$ cat config.mk
export PLATFORM = sky130hd
export DESIGN_NAME = alu_sequencer_flat
export DESIGN_NICKNAME = d
export VERILOG_FILES = /design/src/rtl/mips8_pkg.sv /design/src/rtl/alu_sequencer_if.sv /design/src/rtl/ctrl_decode.sv /design/src/rtl/alu_sequencer.sv /design/src/flat_wrapper.sv
export SDC_FILE = /design/constraint.sdc
export NUM_CORES = 1
export LEC_CHECK = 0
export ABC_CLOCK_PERIOD_IN_PS = 1600
export BUFFER_PORTS_ARGS = -buffer_cell sky130_fd_sc_hd__buf_2
export CORE_UTILIZATION = 43
export DETAILED_ROUTE_END_ITERATION = 16
export PLACE_DENSITY = 0.85
export SYNTH_ARGS = -nofsm -noshare
export SYNTH_HDL_FRONTEND = slang
export SYNTH_SLANG_ARGS = --single-unit
$ cat constraint.sdc
create_clock -name clk -period 1.6 [get_ports clk]
set_input_delay 0 -clock clk [delete_from_list [all_inputs] [get_ports clk]]
set_output_delay 0 -clock clk [all_outputs]
set_load 0.005 [all_outputs]
$ cat src/rtl/mips8_pkg.sv
// Shared encodings for the multi-cycle MIPS-8 control path: opcodes, ALU codes,
// sequencer states and the operand/PC/writeback select encodings.
package mips8_pkg;

    localparam logic [3:0] OP_ADDI = 4'h8;
    localparam logic [3:0] OP_LW   = 4'h9;
    localparam logic [3:0] OP_SW   = 4'hA;
    localparam logic [3:0] OP_BZ   = 4'hB;
    localparam logic [3:0] OP_J    = 4'hC;
    localparam logic [3:0] OP_HALT = 4'hF;

    localparam logic [2:0] ALU_MOV = 3'b000;
    localparam logic [2:0] ALU_ADD = 3'b001;
    localparam logic [2:0] ALU_AND = 3'b010;
    localparam logic [2:0] ALU_NOT = 3'b011;
    localparam logic [2:0] ALU_NOR = 3'b100;
    localparam logic [2:0] ALU_SLL = 3'b110;
    localparam logic [2:0] ALU_SRL = 3'b111;

    localparam logic [1:0] SRC_B_RT  = 2'b00;
    localparam logic [1:0] SRC_B_IMM = 2'b01;
    localparam logic [1:0] SRC_B_ONE = 2'b10;

    localparam logic [1:0] PC_SRC_ALU    = 2'b00;
    localparam logic [1:0] PC_SRC_ALUOUT = 2'b01;
    localparam logic [1:0] PC_SRC_IMM    = 2'b10;

    localparam logic [1:0] WB_ALU_RD = 2'b00;
    localparam logic [1:0] WB_ALU_RT = 2'b01;
    localparam logic [1:0] WB_MEM_RT = 2'b10;

    typedef enum logic [3:0] {
        S_FETCH, S_DECODE, S_EXEC_R, S_WB_R, S_EXEC_I, S_WB_I, S_MEM_ADDR,
        S_MEM_RD, S_WB_MEM, S_MEM_WR, S_BRANCH, S_JUMP, S_HALT
    } state_e;

    typedef enum logic [2:0] {
        CLS_R, CLS_I, CLS_MEM, CLS_BR, CLS_JMP, CLS_HALT, CLS_ILL
    } op_class_e;

endpackage

$ cat src/rtl/alu_sequencer_if.sv
// Instruction/handshake inputs and control strobes between the sequencer (master)
// and the datapath it steers (slave).
interface alu_sequencer_if;
    logic [15:0] instr;
    logic        mem_ready;
    logic        alu_zero;
    logic [2:0]  alu_control;
    logic        alu_src_a;
    logic [1:0]  alu_src_b;
    logic        mem_read;
    logic        mem_write;
    logic        mem_addr_sel;
    logic        ir_write;
    logic        pc_write;
    logic [1:0]  pc_src;
    logic        reg_write;
    logic [1:0]  wb_sel;
    logic        halted;
    logic        illegal;

    modport master (
        input  instr, mem_ready, alu_zero,
        output alu_control, alu_src_a, alu_src_b, mem_read, mem_write, mem_addr_sel,
               ir_write, pc_write, pc_src, reg_write, wb_sel, halted, illegal
    );
    modport slave (
        output instr, mem_ready, alu_zero,
        input  alu_control, alu_src_a, alu_src_b, mem_read, mem_write, mem_addr_sel,
               ir_write, pc_write, pc_src, reg_write, wb_sel, halted, illegal
    );
endinterface

$ cat src/rtl/ctrl_decode.sv
// Combinational opcode classifier; also flags stores so MEM_ADDR can pick read vs write.
module ctrl_decode
    import mips8_pkg::*;
(
    input  logic [3:0] opcode_i,
    output op_class_e  cls_o,
    output logic       is_store_o
);
    always_comb begin
        cls_o      = CLS_ILL;
        is_store_o = (opcode_i == OP_SW);
        unique case (opcode_i)
            4'h0, 4'h1, 4'h2, 4'h3, 4'h4, 4'h6, 4'h7: cls_o = CLS_R;
            OP_ADDI:                                  cls_o = CLS_I;
            OP_LW, OP_SW:                             cls_o = CLS_MEM;
            OP_BZ:                                    cls_o = CLS_BR;
            OP_J:                                     cls_o = CLS_JMP;
            OP_HALT:                                  cls_o = CLS_HALT;
            default:                                  cls_o = CLS_ILL;
        endcase
    end
endmodule

$ cat src/rtl/alu_sequencer.sv
// Multi-cycle control FSM: state register plus Moore outputs, with mem_ready and
// alu_zero gating only the FETCH load strobes and the branch PC write.
module alu_sequencer
    import mips8_pkg::*;
(
    input  logic           clk,
    input  logic           reset,
    alu_sequencer_if.master bus
);
    state_e    state_q, state_d;
    op_class_e cls;
    logic      is_store;
    logic [2:0] op_alu;
    logic [11:0] instr_unused;

    assign op_alu       = bus.instr[14:12];
    assign instr_unused = bus.instr[11:0];

    ctrl_decode u_dec (
        .opcode_i   (bus.instr[15:12]),
        .cls_o      (cls),
        .is_store_o (is_store)
    );

    always_ff @(posedge clk) begin
        if (reset) state_q <= S_FETCH;
        else       state_q <= state_d;
    end

    always_comb begin
        state_d          = state_q;
        bus.alu_control  = ALU_MOV;
        bus.alu_src_a    = 1'b0;
        bus.alu_src_b    = SRC_B_RT;
        bus.mem_read     = 1'b0;
        bus.mem_write    = 1'b0;
        bus.mem_addr_sel = 1'b0;
        bus.ir_write     = 1'b0;
        bus.pc_write     = 1'b0;
        bus.pc_src       = PC_SRC_ALU;
        bus.reg_write    = 1'b0;
        bus.wb_sel       = WB_ALU_RD;
        bus.halted       = 1'b0;
        bus.illegal      = 1'b0;
        unique case (state_q)
            S_FETCH: begin
                bus.mem_read    = 1'b1;
                bus.alu_src_b   = SRC_B_ONE;
                bus.alu_control = ALU_ADD;
                bus.ir_write    = bus.mem_ready;
                bus.pc_write    = bus.mem_ready;
                if (bus.mem_ready) state_d = S_DECODE;
            end
            S_DECODE: begin
                // PC + imm lands in ALUOut here so BRANCH can use it as the target.
                bus.alu_src_b   = SRC_B_IMM;
                bus.alu_control = ALU_ADD;
                unique case (cls)
                    CLS_R:    state_d = S_EXEC_R;
                    CLS_I:    state_d = S_EXEC_I;
                    CLS_MEM:  state_d = S_MEM_ADDR;
                    CLS_BR:   state_d = S_BRANCH;
                    CLS_JMP:  state_d = S_JUMP;
                    CLS_HALT: state_d = S_HALT;
                    default: begin
                        state_d     = S_FETCH;
                        bus.illegal = 1'b1;
                    end
                endcase
            end
            S_EXEC_R: begin
                bus.alu_src_a   = 1'b1;
                bus.alu_control = op_alu;
                state_d         = S_WB_R;
            end
            S_WB_R: begin
                bus.alu_control = op_alu;
                bus.reg_write   = 1'b1;
                bus.wb_sel      = WB_ALU_RD;
                state_d         = S_FETCH;
            end
            S_EXEC_I, S_MEM_ADDR: begin
                bus.alu_src_a   = 1'b1;
                bus.alu_src_b   = SRC_B_IMM;
                bus.alu_control = ALU_ADD;
                if (state_q == S_EXEC_I) state_d = S_WB_I;
                else                     state_d = is_store ? S_MEM_WR : S_MEM_RD;
            end
            S_WB_I: begin
                bus.reg_write = 1'b1;
                bus.wb_sel    = WB_ALU_RT;
                state_d       = S_FETCH;
            end
            S_MEM_RD: begin
                bus.mem_read     = 1'b1;
                bus.mem_addr_sel = 1'b1;
                if (bus.mem_ready) state_d = S_WB_MEM;
            end
            S_WB_MEM: begin
                bus.reg_write = 1'b1;
                bus.wb_sel    = WB_MEM_RT;
                state_d       = S_FETCH;
            end
            S_MEM_WR: begin
                bus.mem_write    = 1'b1;
                bus.mem_addr_sel = 1'b1;
                if (bus.mem_ready) state_d = S_FETCH;
            end
            S_BRANCH: begin
                bus.alu_src_a   = 1'b1;
                bus.alu_control = ALU_MOV;
                bus.pc_src      = PC_SRC_ALUOUT;
                bus.pc_write    = bus.alu_zero;
                state_d         = S_FETCH;
            end
            S_JUMP: begin
                bus.pc_write = 1'b1;
                bus.pc_src   = PC_SRC_IMM;
                state_d      = S_FETCH;
            end
            S_HALT: begin
                bus.halted = 1'b1;
            end
            default: state_d = S_FETCH;
        endcase
        // Strobes are suppressed for the whole reset cycle, whatever state we sit in.
        if (reset) begin
            bus.mem_read  = 1'b0;
            bus.mem_write = 1'b0;
            bus.ir_write  = 1'b0;
            bus.pc_write  = 1'b0;
            bus.reg_write = 1'b0;
            bus.illegal   = 1'b0;
            bus.halted    = 1'b0;
        end
    end
endmodule

$ cat src/flat_wrapper.sv
// flat-port wrapper written by rule: the top's interface ports become plain ports
module alu_sequencer_flat import mips8_pkg::*;
  (clk, reset, bus_instr, bus_mem_ready, bus_alu_zero, bus_alu_control, bus_alu_src_a, bus_alu_src_b, bus_mem_read, bus_mem_write, bus_mem_addr_sel, bus_ir_write, bus_pc_write, bus_pc_src, bus_reg_write, bus_wb_sel, bus_halted, bus_illegal);
  alu_sequencer_if bus_i ();
  input  logic clk;
  input  logic reset;
  input wire logic [$bits(bus_i.instr)-1:0] bus_instr;
  input wire logic [$bits(bus_i.mem_ready)-1:0] bus_mem_ready;
  input wire logic [$bits(bus_i.alu_zero)-1:0] bus_alu_zero;
  output wire logic [$bits(bus_i.alu_control)-1:0] bus_alu_control;
  output wire logic [$bits(bus_i.alu_src_a)-1:0] bus_alu_src_a;
  output wire logic [$bits(bus_i.alu_src_b)-1:0] bus_alu_src_b;
  output wire logic [$bits(bus_i.mem_read)-1:0] bus_mem_read;
  output wire logic [$bits(bus_i.mem_write)-1:0] bus_mem_write;
  output wire logic [$bits(bus_i.mem_addr_sel)-1:0] bus_mem_addr_sel;
  output wire logic [$bits(bus_i.ir_write)-1:0] bus_ir_write;
  output wire logic [$bits(bus_i.pc_write)-1:0] bus_pc_write;
  output wire logic [$bits(bus_i.pc_src)-1:0] bus_pc_src;
  output wire logic [$bits(bus_i.reg_write)-1:0] bus_reg_write;
  output wire logic [$bits(bus_i.wb_sel)-1:0] bus_wb_sel;
  output wire logic [$bits(bus_i.halted)-1:0] bus_halted;
  output wire logic [$bits(bus_i.illegal)-1:0] bus_illegal;
  assign bus_i.instr = bus_instr;
  assign bus_i.mem_ready = bus_mem_ready;
  assign bus_i.alu_zero = bus_alu_zero;
  assign bus_alu_control = bus_i.alu_control;
  assign bus_alu_src_a = bus_i.alu_src_a;
  assign bus_alu_src_b = bus_i.alu_src_b;
  assign bus_mem_read = bus_i.mem_read;
  assign bus_mem_write = bus_i.mem_write;
  assign bus_mem_addr_sel = bus_i.mem_addr_sel;
  assign bus_ir_write = bus_i.ir_write;
  assign bus_pc_write = bus_i.pc_write;
  assign bus_pc_src = bus_i.pc_src;
  assign bus_reg_write = bus_i.reg_write;
  assign bus_wb_sel = bus_i.wb_sel;
  assign bus_halted = bus_i.halted;
  assign bus_illegal = bus_i.illegal;
  alu_sequencer u_core (.clk(clk), .reset(reset), .bus(bus_i));
endmodule
# Word-level counts from Yosys, hierarchy flattened
# Memory sizes are Yosys's and may differ from the RTL's.
# Index checks and enable logic that the tools add are counted.
[word_totals]
regBits = 4
romBits = 48
input_bits = 20
output_inout_bits = 18
word_cells = 64
mem_count = 1
[op_classes]
n_eq_ne = 21
n_mux = 28
n_bitwise = 1
reduce_logical = 12
[mem_list]
columns = ["memory", "words", "word_bits", "read_ports", "rd_ports_with_merged_regs", "write_ports", "line_no", "rtl"]
rows = [
  ["(name not given)", 16, 3, 1, 0, 0, "ctrl_decode.sv:12", "unique case (opcode_i)"],
]
[op_table]
columns = ["cell", "count"]
rows = [
  ["$pmux 4 s7", 1],
  ["$eq 4x4->1 const B", 6],
  ["$pmux 4 s6", 1],
  ["$mux 4", 5],
  ["$eq 4x3->1 const B", 4],
  ["$mux 1", 16],
  ["$pmux 2 s2", 3],
  ["$eq 4x2->1 const B", 2],
  ["$reduce_or 2->1", 4],
  ["$reduce_or 4->1", 2],
  ["$eq 3x2->1 const B", 2],
  ["$eq 3x3->1 const B", 2],
  ["$ne 2x2->1 const B", 3],
  ["$pmux 3 s2", 1],
  ["$reduce_or 3->1", 2],
  ["$reduce_or 6->1", 1],
  ["$eq 4x1->1 const B", 1],
  ["$logic_not 4->1", 1],
  ["$reduce_and 4->1", 1],
  ["$eq 3x1->1 const B", 1],
  ["$logic_not 3->1", 1],
  ["$pmux 1 s3", 1],
  ["$not 1->1", 1],
]

# Logic depth before layout (Yosys ltp)
# Gate-level depths: netlist of run 1.
# An unclocked memory read counts as a cell.
[depth]
word_depth = 6
ltp_mapped = 6
depth_no_buf = 6

# Hierarchy
# A second synthesis of run 1 with hierarchy kept.
[unflattened]
cells_unflattened = 94
area_unflattened_um2 = 640.6
[by_module_without_submodules]
columns = ["mod", "instances", "cells_per_inst", "area_each_um2", "seq_area_each_um2"]
rows = [
  ["alu_sequencer", 1, 79, 525.5, 80.1],
  ["ctrl_decode", 1, 15, 115.1, 0.0],
]

# Worst setup path after synthesis of run 1
# No wires, ideal clock.
[synth_timing]
kind = "register -> register"
from = "reg u_core.state_q[1]"
to = "reg u_core.state_q[0]"
setup_time_ns = 0.086
t_arrival_ns = 1.223
required_ns = 1.514
setup_slack_ns = 0.290
stages_incl_launch_ff = 6
n_path_buf = 1
cell_sequence = "dfxtp_1 -> buf_6 -> nor2_4 -> nand2_2 -> o41a_1 -> a221oi_2"
[synth_via]
elab_chain_len = 3
elab_cells_between_ends = 16
[synth_lines]
columns = ["element", "line_no", "rtl"]
rows = [
  ["start: declaration", "alu_sequencer.sv:10", "state_e state_q, state_d;"],
  ["start signal: assignment", "alu_sequencer.sv:27", "else state_q <= state_d;"],
  ["$eq 4x3->1, or another cell as far along", "alu_sequencer.sv:45, alu_sequencer.sv:86", ""],
  ["$mux 4, or another cell as far along", "alu_sequencer.sv:86", "if (state_q == S_EXEC_I) state_d = S_WB_I;"],
  ["$pmux 4 s7 / $reduce_and 4->1 (equally long branches)", "n/a", ""],
]
# Several ways; a longest one is shown, not always the timed one.
# A chain may end at the register's enable or synchronous reset.

# Worst setup path after layout of run 1
[layout_timing]
from = "reg u_core.state_q[2]"
to = "out bus_pc_write"
[layout_via]
elab_chain_len = 3
elab_cells_between_ends = 5
[layout_lines]
columns = ["element", "line_no", "rtl"]
rows = [
  ["$eq 4x4->1 / $logic_not 4->1 (equally long branches)", "alu_sequencer.sv:45", "unique case (state_q)"],
  ["$pmux 1 s3 *", "alu_sequencer.sv:45", ""],
  ["$mux 1 *", "alu_sequencer.sv:127", "if (reset) begin"],
  ["end: declaration", "flat_wrapper.sv:17", "output wire logic [$bits(bus_i.pc_write)-1:0] bus_pc_write;"],
]
# Mark *: on every way between the ends. The rest lies on a longest branch, timed or not.

==> flow_summary_export.csv, run 1 <==
group,metric,value,unit
outcome,outcome,"completed",
final_layout,layout_commonest_cell,"buf_2",
power_and_ir_drop,ir_drop,0.355,mV
power_and_ir_drop,power_density,574,mW/mm²
global_routing,grt-ovfl-total,0,
job,maxCapViolations,0,
global_routing,antenna_found_initial,0,
worst_setup_path,cpPeakStageDelay,0.43,ns
hold_path,hold_path_class,"primary input to flip-flop",
clocking,clock-sinks,4,
logic_synthesis,synth_nets,119,
clocking,cts_buffer_depth,2,
worst_setup_path,crit_path_start_kind,"flip-flop",
route,antenna_left,0,
route,drt-pass1-iter-count,4,
worst_setup_path,ff2ff_setup_slack,0.20,ns
worst_setup_path,cp-end-kind,"output pin",
route,wl_met1,753,µm
sta,skew,0.00280,ns
final_layout,largest_register_ffs,4,
power_and_ir_drop,leakage,0.000403,µW
sta,max_slew_margin,80.3,%
route,drc,0,
placement,io_buffers,25,
sta,tightest_slew,0.294,ns
final_layout,regMostFlops,"u_core.state_q",
sta,min_period,1.50,ns
final_layout,final_nets,146,
logic_synthesis,syn_area_per_cell,7.12,µm²
clocking,cts_tree,"yes",
logic_synthesis,syn_inst,94,
logic_synthesis,synth_edf_count,0,
route,drtIter0Drc,13,
clocking,cts.clk_slew.worst_paths,0.03,ns
floorplanning,design.core.area,0.00137,mm²
logic_synthesis,ys_async_sr_fraction,0,%
floorplanning,io_pins,38,
route,wl_met3,129,µm
global_routing,grt_pass1_vias,680,
floorplanning,fp.dieH,41.5,µm
route,wl_met2,837,µm
logic_synthesis,synth_ff_type,"dfxtp_1",
sta,fmax,668,MHz
route,dr_total_vias,784,
route,wl_per_cell,12.8,µm
placement,place_congestion,0.949,
sta,hold_viol_final,0,
logic_synthesis,yosys_warnings,0,
route,vias_per_cell,5.85,
clocking,htree_levels,1,
final_layout,final_layout_size_suffix_gt1_share,35.3,%
logic_synthesis,synth_cell_type_count,44,
placement,hpwl,1.29,mm
logic_synthesis,synth.yosys.seq_area_share,12.0,%
worst_setup_path,startpoint,"u_core.state_q[2]$_SDFFE_PP0P_",
clocking,cts_made_buffers,3,
global_routing,grt_max_degree,18,
worst_setup_path,criticalPathCategory,"flip-flop to output pin",
worst_setup_path,path_max_fanout,13,
global_routing,track_usage,20.6,%
sta,fin_tns_setup,0,ns
route,wl,1.72,mm
sta,rsz0062_at_grt,"no",
global_routing,grt_pass1_wl,2.93,mm
logic_synthesis,synth-seq-cells,4,
clocking,clkLatencyLatePin,0.23,ns
placement,placed_area,811,µm²
sta,finalSetupViolations,0,
worst_setup_path,r2r-start,"u_core.state_q[2]$_SDFFE_PP0P_",
route,highest_layer,"met3",
worst_setup_path,crit_required,1.60,ns
final_layout,area_delta_synth_final,28.2,%
logic_synthesis,synth_area,669,µm²
worst_setup_path,critical_path_arrival,1.50,ns
sta,fin_crit_sh,93.6,%
clocking,ctsHoldBuffers,0,
floorplanning,initial_core_util,49.0,%
floorplanning,die_w,41.5,µm
final_layout,fin_area,858,µm²
worst_setup_path,critPathSlowestCell,"dfxtp_1",
hold_path,hp-start,"reset",
floorplanning,die-area,0.00172,mm²
final_layout,reg.largest.list,"u_core.state_q (4)",
sta,slew_violations,0,
final_layout,n_antenna_cell,0,
floorplanning,rows,13,
worst_setup_path,critical_path.cell_chain,"buf_4 > nor4_2 > and3b_1 > or2_1 > buf_2",
final_layout,layout_common_cells,"buf_2 (25), nor2_1 (10), buf_4 (6)",
worst_setup_path,path_delay_family,"simple AND/OR/NAND/NOR gates",
clocking,cts_root_buf,"clkbuf_4",
worst_setup_path,critPathBufInv,2,
cells in the mapped netlist (all sizes together) (2+ instances only):
library cell,instances,share of area (%)
nand3,4,3.0
nor4b,2,3.6
nor2b,2,1.9
nand2b,5,4.7
ha,5,9.3
nor4,2,1.9
nor3,2,1.5
a221oi,2,3.6
nand3b,2,2.2
nor2,11,7.3
clkbuf,5,2.8
o21ai,4,3.0
dfxtp,4,12
inv,4,2.2
a21oi,4,3.0
buf,4,4.3
a211oi,4,4.5
and3,4,3.7
and3b,2,2.6
nand2,5,3.2
worst register-to-register path, cell delays in order (launching register included):
cell	delay, ns
dfxtp_1	0.43
buf_4	0.25
inv_2	0.08
o21ai_1	0.18
o21ai_1	0.11
a221oi_2	0.26
timing repair:
action	in CTS	in global routing
buffers inserted	0	0
endpoints found under the setup margin	0	2
resized for setup	0	6
endpoints found under the hold margin	0	0
worst paths after layout:
kind | end | cells after the start
hold / removal | u_core.state_q[1]$_SDFFE_PP0P_ | 2
setup / recovery | bus_pc_write | 5
setup reg to reg | u_core.state_q[0]$_SDFFE_PP0P_ | 5
hold reg to reg | u_core.state_q[1]$_SDFFE_PP0P_ | 3
power by group:
| group | internal (µW) | total, µW | switching, µW |
|---|---|---|---|
| combinational | 118 | 249 | 131 |
| sequential | 109 | 121 | 12.4 |
| clock | 83.7 | 122 | 38.1 |
cell type report:
type / count / area [µm²]
multi-input cells: 76 / 547
fillers: 129 / 508
repair buffers: 31 / 170
flip-flops and latches: 4 / 81.3
clock buffers: 3 / 22.5
inverters: 5 / 18.8
well taps: 15 / 18.8
per-layer routing:
metal / up-vias / GRT usage (%)
met3: 0 / 5.65
met1: 341 / 26.6
met5: - / 0
li1: 399 / -
met4: 0 / 1.94
met2: 44 / 35.3
kinds of logic (layout without fill, tap and decap cells):
group                    Yosys count  after routing  share of synthesized area [%]
AND/OR/NAND/NOR                   47             47                           42.1
AO/OA/AOI/OAI                     22             22                           23.9
buffers and inverters             14             39                           9.91
adder cells (fa/ha/maj)            5              5                           9.35
flip-flops                         4              4                           12.0
XOR/XNOR                           1              1                           1.31
multiplexers                       1              1                           1.50
metrics by stage:
stage	worst slack [ns]	utilization [%]	hold WS, ns	std cells	total power [µW]
after floorplan	0.290	-	0.0854	94	281
after global placement	0.158	59.3	0.313	131	348
after detailed placement	0.123	59.3	0.317	131	356
after CTS	0.0175	61.0	0.0723	134	482
after global routing	0.0110	62.8	0.0914	134	541
final	0.102	62.8	0.0769	134	492
Power figures use the tool's default switching activity.
==> run 2, diff against run 1 <==
Settings changed: CORE_MARGIN from default to 2, CORE_UTILIZATION 43 to 40, PLACE_DENSITY 0.85 to 0.81.
==> run 2 against run 1 <==
Against the previous run:
- first-iteration DRC count grew 92%
- fmax decreased by 0.27%
- core utilization down 7.5 points
- combinational power down 2%
- sequential share of layout area is 0.20 points higher
- sequential cell count stayed put
- clock skew is 0.0037 ns higher
- final area decreased by 0.58%
- clock power up 3%
- final cell count grew 0.75%
- clock-buffer cell count unchanged
- largest cell class unchanged
==> flow_summary_export.csv, run 2 (synthesis gave the netlist of run 1 again) <==
group,metric,value,unit
clocking,clkLatencyLatePin,0.24,ns
sta,fin_tns_setup,0,ns
global_routing,grt-ovfl-total,0,
sta,skew,0.00648,ns
worst_setup_path,ff2ff_setup_slack,0.18,ns
clocking,cts.clk_slew.worst_paths,0.04,ns
worst_setup_path,crit_path_start_kind,"flip-flop",
worst_setup_path,r2r_end,"u_core.state_q[0]$_SDFFE_PP0P_",
power_and_ir_drop,leakage,0.000402,µW
route,dr_total_vias,803,
hold_path,hold_path_class,"primary input to flip-flop",
global_routing,antenna_found_initial,0,
floorplanning,rows,14,
job,maxCapViolations,0,
worst_setup_path,startpoint,"u_core.state_q[0]$_SDFFE_PP0P_",
worst_setup_path,critical_path_arrival,1.50,ns
sta,max_slew_margin,79.1,%
final_layout,layout_commonest_cell,"buf_2",
route,vias_per_cell,5.95,
sta,hold_viol_final,0,
placement,io_buffers,25,
worst_setup_path,cp-end-kind,"output pin",
final_layout,fill_cells,153,
worst_setup_path,r2r-start,"u_core.state_q[1]$_SDFFE_PP0P_",
final_layout,regMostFlops,"u_core.state_q",
sta,whs,0.0636,ns
worst_setup_path,crit_required,1.60,ns
final_layout,layout_common_cells,"buf_2 (25), nor2_1 (10), buf_4 (6)",
worst_setup_path,cpPeakStageDelay,0.36,ns
final_layout,multi_input_comb_area,539,µm²
sta,slew_violations,0,
clocking,clock-sinks,4,
global_routing,grt_max_degree,18,
route,wl_per_cell,13.3,µm
global_routing,grt_pass1_wl,2.82,mm
route,antenna_left,0,
final_layout,reg.largest.list,"u_core.state_q (4)",
final_layout,n_antenna_cell,0,
global_routing,track_usage,19.3,%
floorplanning,die-area,0.00202,mm²
floorplanning,fp.dieH,44.9,µm
worst_setup_path,criticalPathCategory,"flip-flop to output pin",
global_routing,grt.busiest_layer,"met2",
clocking,cts_root_buf,"clkbuf_4",
route,drtIter0Drc,25,
power_and_ir_drop,power_density,582,mW/mm²
final_layout,largest_register_ffs,4,
route,drt-pass1-iter-count,4,
floorplanning,die_w,44.9,µm
sta,fin_crit_sh,93.8,%
floorplanning,initial_core_util,43.4,%
global_routing,grtUsageMet1,24.5,%
global_routing,grt_pass1_vias,651,
route,drc,0,
clocking,cts_made_buffers,3,
worst_setup_path,reg2reg_depth,4,
final_layout,final_layout_size_suffix_gt1_share,35.3,%
sta,tightest_slew,0.312,ns
final_layout,final_nets,146,
clocking,cts_setup_buffers,0,
power_and_ir_drop,power,497,µW
final_layout,fin_cells,135,
sta,min_period,1.50,ns
clocking,cts_buffer_depth,2,
sta,finalSetupViolations,0,
global_routing,global_route.usage.met3,5.60,%
final_layout,area_delta_synth_final,27.5,%
floorplanning,io_pins,38,
worst_setup_path,critPathSlowestCell,"or3_1",
global_routing,grtUsageMet2,29.6,%
placement,hpwl,1.35,mm
power_and_ir_drop,ir_drop,0.231,mV
clocking,htree_levels,1,
sta,rsz0062_at_grt,"yes",
outcome,outcome,"completed",
clocking,cts_tree,"yes",
route,wl,1.80,mm
floorplanning,design.core.area,0.00154,mm²
sta,fmax,666,MHz
placement,place_congestion,0.893,
final_layout,seq_area,82.6,µm²
placement,place_inst,132,
worst_setup_path,path_max_fanout,10,
worst_setup_path,critical_path.cell_chain,"buf_4 > or3_1 > a211oi_1 > buf_2",
worst_setup_path,crit_path_end,"bus_mem_read",
[run 2: cell counts in the layout (fill, tap and decap cells not counted)]
Identical to the previous run, type by type.
[run 2: worst min-delay path by stage]
stage	startpoint	end	slack (ns)	depth (start not counted)
after CTS	bus_instr[15]	u_core.state_q[2]$_SDFFE_PP0P_	0.06	3
after global routing	bus_instr[15]	u_core.state_q[2]$_SDFFE_PP0P_	0.08	3
after global placement	reset	u_core.state_q[2]$_SDFFE_PP0P_	0.31	2
after floorplan	bus_instr[15]	bus_illegal	0.09	1
after detailed placement	bus_instr[15]	u_core.state_q[2]$_SDFFE_PP0P_	0.32	3
final	bus_instr[15]	u_core.state_q[2]$_SDFFE_PP0P_	0.06	3
[run 2: per-stage QoR]
stage	utilization, %	cell area (µm²)	worst slack (ns)
finish	55.4	853	0.0984
global placement	52.7	812	0.161
CTS	54.2	836	0.00967
global route	55.4	853	0.00906
detailed placement	52.7	812	0.155
floorplan	-	669	0.290
[run 2: cell type report]
| type | instances | share of cell area (%) |
|---|---|---|
| timing repair buffer | 31 | 19.9 |
| tap | 16 | 2.35 |
| inverter | 5 | 2.20 |
| multi-input combinational | 76 | 63.2 |
| clock buffer | 3 | 2.64 |
| sequential | 4 | 9.68 |
[run 2: what timing repair did]
item / 4_1_cts / 5_1_grt
endpoints found under the hold margin: 0 / 0
resized for setup: 1 / 4
hold buffers: 0 / 0
endpoints found under the setup margin: 1 / 3
[run 2: where the power goes]
group	switching [µW]	total, µW	internal [µW]	leakage, µW
clock network	42.4	126	84.0	0.0000138
logic	128	244	116	0.000355
registers	17.2	126	109	0.0000335
[run 2: routing by layer]
| metal | vias to the layer above | wire length [µm] |
|---|---|---|
| met5 | - | 0 |
| met4 | 0 | 41 |
| met3 | 7 | 159 |
| met2 | 43 | 835 |
| met1 | 355 | 761 |
| li1 | 398 | - |
[run 2: critical path: cells and delay by family, from the launching register on]
kind	cells	cell delay, ns
buffers and inverters	2	0.33
AOI/OAI and AO/OA	1	0.24
DFF	1	0.34
and+or+nand+nor	1	0.36
==> run 3, diff against run 2 <==
Settings changed: ABC_AREA from default to 1, CORE_UTILIZATION 40 to 42, PLACE_DENSITY 0.81 to 0.85, SYNTH_HIERARCHICAL from default to 1.
==> run 3 against run 2 <==
Against the previous run:
- critical path depth up 3
- global-route usage shrank 3.7 points
- die area down 8.3%
- sequential cell count is the same
- fmax grew 6.2%
- clock-buffer cell count unchanged
- sequential power increased by 12%
- clock power fell by 5%
- critical path type unchanged
- highest routed layer is now met3
==> flow_summary_export.csv, run 3 <==
group,metric,value,unit
floorplanning,rows,14,
clocking,cts_buffer_depth,2,
sta,fin_crit_sh,88.3,%
global_routing,track_usage,15.6,%
worst_setup_path,critical_path.cell_chain,"inv_2 > nor2_2 > inv_1 > nor2_2 > a21oi_1 > a21oi_1 > buf_2",
final_layout,fill_cells,150,
logic_synthesis,synth.yosys.seq_area_share,12.5,%
logic_synthesis,ys_top_cells_by_area,"nand2_1 (19%), inv_1 (14%), dfxtp_1 (13%), ha_1 (7.8%), nor2_1 (7.6%)",
outcome,outcome,"completed",
logic_synthesis,yosysTopAreaCellShare,18.8,%
logic_synthesis,yosysMostFrequentCell,"nand2_1",
final_layout,reg.largest.list,"u_core/state_q (4)",
logic_synthesis,synth_area,639,µm²
worst_setup_path,criticalPathCategory,"flip-flop to output pin",
floorplanning,fp.dieH,43.0,µm
power_and_ir_drop,seqPwrFrac,25.0,%
worst_setup_path,critical_path_arrival,1.41,ns
route,drt-pass1-iter-count,6,
logic_synthesis,synth-seq-cells,4,
logic_synthesis,syn_inst,121,
clocking,cts_root_buf,"clkbuf_4",
final_layout,area_delta_synth_final,26.0,%
floorplanning,design.core.area,0.00147,mm²
worst_setup_path,critPathSlowestCell,"dfxtp_1",
placement,place_inst,161,
sta,hold_viol_final,0,
power_and_ir_drop,leakage,0.000509,µW
worst_setup_path,cpPeakStageDelay,0.44,ns
global_routing,grt_pass1_wl,2.35,mm
worst_setup_path,path_max_fanout,5,
global_routing,grt-ovfl-total,0,
logic_synthesis,ys_async_sr_fraction,0,%
clocking,htree_levels,1,
power_and_ir_drop,ir_drop,0.485,mV
global_routing,antenna_found_initial,0,
route,drc,0,
floorplanning,die_w,43.0,µm
sta,skew,0.00322,ns
route,antenna_left,0,
global_routing,grt_max_degree,11,
final_layout,layout_commonest_cell,"nand2_1",
sta,tightest_slew,0.287,ns
placement,hpwl,1.26,mm
clocking,cts.clk_slew.worst_paths,0.04,ns
final_layout,n_antenna_cell,0,
placement,place_congestion,0.875,
power_and_ir_drop,p_int,314,µW
worst_setup_path,r2r-start,"u_core/state_q[1]$_SDFFE_PP0P_",
worst_setup_path,reg2reg_depth,6,
sta,min_period,1.41,ns
logic_synthesis,synth_cell_type_count,20,
clocking,clock-sinks,4,
power_and_ir_drop,power_frac_comb,53.8,%
route,dr_total_vias,788,
hold_path,hp-start,"reset",
logic_synthesis,yosys_warnings,6,
placement,io_buffers,25,
worst_setup_path,ff2ff_setup_slack,0.36,ns
power_and_ir_drop,power_density,700,mW/mm²
floorplanning,io_pins,38,
final_layout,layout_common_cells,"nand2_1 (32), buf_2 (25), inv_1 (24)",
route,drtIter0Drc,18,
power_and_ir_drop,p_clk_share,21.2,%
power_and_ir_drop,swShare,44.3,%
job,maxCapViolations,0,
logic_synthesis,syn_area_per_cell,5.28,µm²
worst_setup_path,crit_required,1.60,ns
logic_synthesis,synth_commonest_cells,"nand2_1 (32), inv_1 (24), nor2_1 (13)",
final_layout,fin_cells,164,
hold_path,min_path_cells,2,
final_layout,final_layout_size_suffix_gt1_share,29.7,%
worst_setup_path,crit_path_start_kind,"flip-flop",
sta,fin_tns_setup,0,ns
final_layout,regMostFlops,"u_core/state_q",
logic_synthesis,synth_ff_type,"dfxtp_1",
worst_setup_path,cp-end-kind,"output pin",
clocking,clkLatencyLatePin,0.23,ns
global_routing,grt_pass1_vias,629,
route,vias_per_cell,4.80,
floorplanning,initial_core_util,43.5,%
logic_synthesis,synth_nets,145,
power_and_ir_drop,power_switching,250,µW
clocking,cts_tree,"yes",
sta,max_slew_margin,80.8,%
logic_synthesis,synth_area_leader_cell,"nand2_1",
sta,fmax,707,MHz
logic_synthesis,synth_edf_count,0,
route,wl_per_cell,9.03,µm
route,wl,1.48,mm
final_layout,largest_register_ffs,4,
hold_path,hold_path_class,"primary input to flip-flop",
worst_setup_path,r2r_end,"u_core/state_q[0]$_SDFFE_PP0P_",
sta,finalSetupViolations,0,
clocking,cts_made_buffers,3,
floorplanning,die-area,0.00185,mm²
sta,rsz0062_at_grt,"no",
sta,slew_violations,0,
hold_path,holdPathEnd,"u_core/state_q[3]$_SDFFE_PP0P_",
final_layout,final_nets,174,
==> run 3: cell count changes after synthesis, sizes merged, moves of 3 or more <==
cell and change:
nand2 +29, inv +23, nor2 +8, nand3 +7, clkbuf -5, nand2b -5
o21ai +5, a211oi -4, and3 -4, a21oi +3, buf -3
==> run 3: worst max-delay path: cells and delay by family, from the launching register on <==
kind            cells  cell delay [ns]
compound gates      2             0.17
buf+inv             3             0.31
flops               1             0.44
simple gates        2             0.25
==> run 3: repair_timing <==
item                                    in CTS  in global routing
buffers inserted                             0                  0
endpoints found under the setup margin       0                  1
hold buffers                                 0                  0
resized for setup                            0                  1
==> run 3: cell families (layout without fill, tap and decap cells) <==
family | after synthesis | count (layout) | share of synthesized area (%)
flip-flops | 4 | 4 | 12.5
buffers and inverters | 28 | 55 | 16.4
AND/OR/NAND/NOR | 67 | 67 | 47.8
AO/OA/AOI/OAI | 18 | 18 | 15.5
adder cells (fa/ha/maj) | 4 | 4 | 7.83
==> run 3: worst max path at each step <==
stage,from,endpoint,depth (start not counted)
3_5_place_dp,bus_instr[12],u_core/state_q[2]$_SDFFE_PP0P_,11
3_3_place_gp,bus_instr[12],u_core/state_q[2]$_SDFFE_PP0P_,11
5_1_grt,u_core/state_q[3]$_SDFFE_PP0P_,bus_pc_write,7
2_1_floorplan,bus_instr[12],u_core/state_q[2]$_SDFFE_PP0P_,10
6_report,u_core/state_q[3]$_SDFFE_PP0P_,bus_pc_write,7
4_1_cts,u_core/state_q[1]$_SDFFE_PP0P_,bus_pc_write,6
==> run 3: layout make-up <==
type	instances	area (µm²)	area share [%]
multi-input combinational	89	457	56.7
timing repair buffer	25	125	15.5
inverter	27	101	12.6
sequential	4	80.1	9.94
clock buffer	3	22.5	2.80
tap	16	20.0	2.48
==> run 3: through the flow <==
stage	util [%]	area, µm²	hold slack, ns	setup WS (ns)	total power, µW
after floorplan	-	639	0.0707	0.370	341
after global placement	53.1	781	0.303	0.143	435
final	54.8	806	0.0601	0.187	564
after detailed placement	53.1	781	0.302	0.112	441
after CTS	54.6	803	0.0565	0.149	569
after global routing	54.8	806	0.0744	0.0412	621
==> run 3: routing by layer <==
layer | GRT usage (%) | vias to the layer above | share of wire [%]
met2 | 26.7 | 15 | 52
li1 | - | 425 | -
met1 | 21.1 | 348 | 44
met4 | 5.45 | 0 | 0
met5 | 0 | - | 0
met3 | 0 | 0 | 4.0
==> run 3: power by group through the flow <==
stage	clock [µW]	sequential, µW	combinational (µW)
finish	120	141	303
global route	133	144	343
CTS	128	138	303
detailed placement	0	140	301
global placement	0	140	296
floorplan	0	134	207
